--- src/rtl/decoder_stream.sv ---
// Registered binary-to-one-hot/thermometer decoder with valid/ready stream and two-entry skid buffer.
// Optional thermometer mode compiled in by defining DECODER_STREAM_THERMO_EN.
module decoder_stream #(
   parameter int unsigned IN_W  = 3,
   parameter int unsigned OUT_W = 8
) (
   input  logic             clk,
   input  logic             rst,
   input  logic             in_valid,
   output logic             in_ready,
   input  logic [IN_W-1:0]  in_code,
   input  logic             in_thermo,
   output logic             out_valid,
   input  logic             out_ready,
   output logic [OUT_W-1:0] out_data,
   output logic             out_err,
   output logic [7:0]       err_cnt
);

   typedef enum logic [1:0] {
      EMPTY = 2'd0,
      ONE   = 2'd1,
      TWO   = 2'd2
   } state_t;

   state_t           r_state;
   state_t           w_state_nxt;
   logic             r_in_ready;
   logic [OUT_W-1:0] r_or_data;
   logic             r_or_err;
   logic [OUT_W-1:0] r_sr_data;
   logic             r_sr_err;
   logic [7:0]       r_err_cnt;

   logic             w_thermo;
   logic [OUT_W-1:0] w_dec;
   logic             w_err;
   logic             w_acc;
   logic             w_drain;
   logic             w_or_load_new;
   logic             w_or_load_sr;
   logic             w_sr_load;

`ifdef DECODER_STREAM_THERMO_EN
   assign w_thermo = in_thermo;
`else
   logic w_unused_thermo;
   assign w_unused_thermo = in_thermo;
   assign w_thermo        = 1'b0;
`endif

   // Decode on the input side; only the vector and error flag are buffered.
   always_comb begin
      int unsigned w_code;
      w_code = 32'(in_code);
      w_err  = (w_code >= OUT_W);
      w_dec  = '0;
      for (int unsigned i = 0; i < OUT_W; i++) begin
         w_dec[i] = w_thermo ? (i <= w_code) : (i == w_code);
      end
      if (w_err) begin
         w_dec = '0;
      end
   end

   assign w_acc   = in_valid && r_in_ready;
   assign w_drain = (r_state != EMPTY) && out_ready;

   always_comb begin
      w_state_nxt   = r_state;
      w_or_load_new = 1'b0;
      w_or_load_sr  = 1'b0;
      w_sr_load     = 1'b0;
      unique case (r_state)
         EMPTY: begin
            if (w_acc) begin
               w_state_nxt   = ONE;
               w_or_load_new = 1'b1;
            end
         end
         ONE: begin
            if (w_acc && !w_drain) begin
               w_state_nxt = TWO;
               w_sr_load   = 1'b1;
            end else if (!w_acc && w_drain) begin
               w_state_nxt = EMPTY;
            end else if (w_acc && w_drain) begin
               w_or_load_new = 1'b1;
            end
         end
         TWO: begin
            if (w_drain) begin
               w_state_nxt  = ONE;
               w_or_load_sr = 1'b1;
            end
         end
         default: w_state_nxt = EMPTY;
      endcase
   end

   always_ff @(posedge clk) begin
      if (rst) begin
         r_state    <= EMPTY;
         r_in_ready <= 1'b1;
         r_or_data  <= '0;
         r_or_err   <= 1'b0;
         r_sr_data  <= '0;
         r_sr_err   <= 1'b0;
         r_err_cnt  <= '0;
      end else begin
         r_state    <= w_state_nxt;
         // Registered ready: derived from next state, so no path from out_ready.
         r_in_ready <= (w_state_nxt != TWO);
         if (w_or_load_new) begin
            r_or_data <= w_dec;
            r_or_err  <= w_err;
         end else if (w_or_load_sr) begin
            r_or_data <= r_sr_data;
            r_or_err  <= r_sr_err;
         end
         if (w_sr_load) begin
            r_sr_data <= w_dec;
            r_sr_err  <= w_err;
         end
         if (w_acc && w_err && (r_err_cnt != 8'hFF)) begin
            r_err_cnt <= r_err_cnt + 8'd1;
         end
      end
   end

   assign in_ready  = r_in_ready;
   assign out_valid = (r_state != EMPTY);
   assign out_data  = r_or_data;
   assign out_err   = r_or_err;
   assign err_cnt   = r_err_cnt;

endmodule

--- config.mk ---
export PLATFORM = sky130hd
export DESIGN_NAME = decoder_stream
export DESIGN_NICKNAME = d
export VERILOG_FILES = /design/src/rtl/decoder_stream.sv
export SDC_FILE = /design/constraint.sdc
export NUM_CORES = 1
export LEC_CHECK = 0
export CORE_MARGIN = 5
export CORE_UTILIZATION = 35
export DETAILED_ROUTE_END_ITERATION = 8
export DONT_BUFFER_PORTS = 1
export SETUP_SLACK_MARGIN = 0.1
export SYNTH_ARGS = -nofsm -noshare
export SYNTH_HDL_FRONTEND = slang
export SYNTH_SLANG_ARGS = --single-unit
export TNS_END_PERCENT = 10
--- constraint.sdc ---
create_clock -name clk -period 1.6 [get_ports clk]
set_clock_uncertainty 0.05 [all_clocks]
set_input_delay 0.32 -clock clk [delete_from_list [all_inputs] [get_ports clk]]
set_output_delay 0.32 -clock clk [all_outputs]
set_load 0.01 [all_outputs]
======== Word-level counts from Yosys, hierarchy flattened ========
Cells that the tools add are included.
word-level totals
  flip-flop bits (word level) ............. 19
  input bits .............................. 8
  output and inout port bits .............. 19
  word-level logic and storage cells ...... 41
operators by class
  equality and inequality tests ........... 10
  mux-type cells .......................... 16
  reductions and logical operators ........ 11
operators with widths
  cell                  count
  $mux W8               2
  $eq A3 B3 Y1 const A  4
  $mux W1               8
  $mux W2               4
  $eq A2 B3 Y1 const A  2
  $pmux W2 S3           1
  $logic_and A1 B1 Y1   5
  $reduce_bool A2 Y1    2
  $eq A1 B3 Y1 const A  1
  $logic_not A3 Y1      1
  $eq A2 B1 Y1 const B  1
  $eq A2 B2 Y1 const B  1
  $logic_not A1 Y1      2
  $logic_not A2 Y1      1
  $ne A2 B2 Y1 const B  1
  $pmux W1 S2           1

======== Logic depth before layout (Yosys ltp) ========
  word-level depth ........................ 8
  mapped depth ............................ 5
  gate-level depth less buffers ........... 4

======== Least setup slack after synthesis ========
No wires, ideal clock.
  path kind ............................... register to register
  start ................................... register r_in_ready, in the netlist in_ready
  end ..................................... register r_sr_data[0]
  setup time .............................. 0.128 ns
  arrival time ............................ 1.094 ns
  required time ........................... 1.422 ns
  setup slack ............................. 0.328 ns
  stages on the path, launching flop included .. 6
  path buffers ............................ 1
  period minus slack after synthesis ...... 1.272 ns
  cell sequence ........................... dfxtp_1 > nand2_1 > nor3_2 > buf_2 > mux2i_1 > nor2_1
on the way
  cells in the longest elaborated chain, start to end .. 4
ends and longest elaborated chain
  item                    line  RTL
  from (decl)             28    logic r_in_ready;
  from (signal assigned)  113   r_in_ready <= (w_state_nxt != TWO);
  $logic_and A1 B1 Y1     66    assign w_acc = in_valid && r_in_ready;
  $logic_and A1 B1 Y1     82    if (w_acc && !w_drain) begin
  $mux W1                 82
  $mux W1                 74    unique case (r_state)
  to (signal assigned)    122   r_sr_data <= w_dec;
  to (decl)               31    logic [OUT_W-1:0] r_sr_data;
Every way passes these cells.
A chain may end at the register's enable or synchronous reset.

======== Worst setup path after layout ========
  start ................................... register r_state[1]
  end ..................................... output out_valid
on the way
  cells in the longest elaborated chain, start to end .. 1
ends and longest elaborated chain
  item                    line  RTL
  from (decl)             26    state_t r_state;
  from (signal assigned)  111   r_state <= w_state_nxt;
  $reduce_bool A2 Y1      132   assign out_valid = (r_state != EMPTY);
  to (decl)               13    output logic out_valid,
Every way passes these cells.

==> summary.txt <==
CP cell instances -> or2_2
Register area share after synthesis -> 41.7%
CTS root buf -> clkbuf_4
Cts bufs inserted -> 3
Crit path kind -> flop to output port
Synth Flop Type -> dfxtp_1
Layout cells sized above 1 -> 6.60%
Yosys reg bits -> 19
Startpoint class of the critical path -> flop
Via Count -> 703
Sink Count -> 19
Core area -> 2480 µm²
Fin. Hold Viols -> 0
Initial antenna violation count -> 0
Cts hold-fix bufs -> 0
Post-synth top area cell -> dfxtp_1
Final setup vio count -> 0
Largest net degree at the start of global routing -> 19
Endpoint type of the worst setup path -> output port
Final worst path period share -> 85.7%
Crit-path max FO -> 7
Inst Count DP -> 132
Class of the worst hold path -> input pin to flop
Ant diodes -> 0
Fin util -> 36.9%
Starting density of the core -> 36.8%
Syn Area/Cell -> 8.37 µm²
Worst VDD drop -> 0.451 mV
Max-cap violations -> 0
CP Capture Point -> out_valid
Synthesized netlist cell count -> 109
Min cycle time layout -> 1.37 ns
Final Instance Area -> 913 µm²
TNS Setup -> 0 ns
Critical path depth in cells -> 1
Ys Warns -> 0
WL final -> 1.88 mm
CP bufs+invs -> 0
Worst-path clk slew -> 0.11 ns
Post-Layout Cell Count -> 136
CTS resizes -> 0
R2R Setup Slk -> 0.25 ns
Critical Path RT -> 1.23 ns
Pre-antenna DRT Iters -> 3
Ports -> 27
Leak -> 0.337 nW
DR WL/cell -> 13.8 µm
Clock Path Buffers -> 2
Clock tree from TritonCTS -> yes
All-Layer GR Usage -> 11.6%
Die area -> 3730 µm²
DP Area -> 882 µm²
Worst skew pair latency -> 0.29 ns
Area share of the largest cell type after synthesis -> 41.7%
Syn Std Cell Area -> 912 µm²
Area contributors post-synth -> dfxtp_1 42%, a311oi_1 7.7%, buf_4 7.4%, nand2_1 7.0%, mux2i_1 5.5%
# fillers -> 266
Status -> complete, no violations
Critical Path Start -> r_state[1]
R2R Path Start -> r_state[0]
Detail Placement HPWL -> 1.36 mm
H-tree depth -> 1
Max Slew Vio Count -> 0
Cells on worst reg2reg path -> 5
Post-synth EDFFs -> 0
Vias per cell -> 5.17
CP max stage delay -> 0.37 ns
Starting DRT DRC Count -> 10
CP top delay family -> flip-flops
Post-synth cell types -> 27
Area growth, synth to finish -> 0.137%
Vias in the first global route -> 764
R2R Path End -> r_sr_data[6]
Placer Congestion -> 0.657
Number of nets with antenna violations after routing -> 0
Layout Nets -> 115
DRC -> 0
GRT overflow -> 0
Setup Fix Bufs, Post-CTS -> 0
PwrDens -> 930 nW/µm²
CP max stage cell -> dfxtp_1
Std cell rows -> 18
Synth async-reset ratio -> 0%
Fmax -> 729 MHz
First-pass GRT wire length -> 3.27 mm
# port buffers -> 0
Arrival time worst endpoint -> 1.00 ns
Die width -> 61.1 µm
RSZ-0062 raised after global routing -> no
Height of the die -> 61.1 µm
[flip-flops by register name (all words and copies together), names as in the netlist]
name and flops:
in_ready 1, out_data 8, r_state 2, r_sr_data 8
[where the power goes]
| part | switching [mW] | internal, mW |
|---|---|---|
| Clock | 0.140 | 0.0969 |
| Combinational | 0.0566 | 0.0362 |
| Sequential | 0.0250 | 0.495 |
[layer usage]
layer,part of all wire (%),vias up,track usage [%],wire length [µm]
met1,41,331,12.7,779
li1,-,352,-,-
met3,9.0,2,3.35,169
met5,0,-,0,0
met2,49,18,20.4,913
met4,0.85,0,5.88,16
[final cells by class]
| cell class | count | area (µm²) | area share (%) |
|---|---|---|---|
| clock buffers | 4 | 26.3 | 2.88 |
| inverters | 3 | 11.3 | 1.23 |
| multi-input cells | 79 | 450 | 49.3 |
| flip-flops and latches | 19 | 380 | 41.6 |
| well taps | 30 | 37.5 | 4.11 |
| repair buffers | 1 | 7.51 | 0.822 |
[synthesized netlist by cell type (2+ instances only)]
cell type  number
nor2_1         10
dfxtp_1        19
buf_4           9
nand2b_1        5
a311oi_1        8
nor3_1          3
inv_1           3
buf_2           3
a31oi_1         3
nand2_1        17
nand4_1         3
mux2i_1         5
a21oi_1         5
and3b_1         2
clkbuf_1        2
[cells in the final DEF (no fill, tap or decap), types with 5 or more instances in the layout]
cell	n
conb_1	9
a21oi_1	5
dfxtp_1	19
nand2_1	17
a311oi_1	8
nand2b_1	5
nor2_1	10
mux2i_1	5
[worst min-delay path by stage]
stage,start,to,slack (ns),cells after the start
6_report,rst,r_sr_data[4],0.03,1
5_1_grt,rst,out_data[5],0.01,1
4_1_cts,rst,r_sr_data[4],0.02,1
3_5_place_dp,rst,r_sr_data[4],0.34,1
3_3_place_gp,rst,r_sr_data[7],0.34,1
2_1_floorplan,out_ready,in_ready,0.39,1
[through the flow]
step | power, mW | worst slack [ns] | hold slack, ns
2_1_floorplan | 0.636 | 0.328 | 0.394
3_3_place_gp | 0.619 | 0.256 | 0.342
3_5_place_dp | 0.624 | 0.214 | 0.344
4_1_cts | 0.859 | 0.184 | 0.0215
5_1_grt | 0.897 | 0.116 | 0.0135
6_report | 0.850 | 0.229 | 0.0304
[kinds of logic after synthesis]
family / share of synthesized area, %
xor gates and xnor gates: 0.960
and+or+nand+nor: 25.4
muxes: 5.49
other: 0.411
buffers and inverters: 12.8
AOI/OAI and AO/OA: 13.3
DFF: 41.7
No activity file was read; power rests on OpenSTA's default activity.
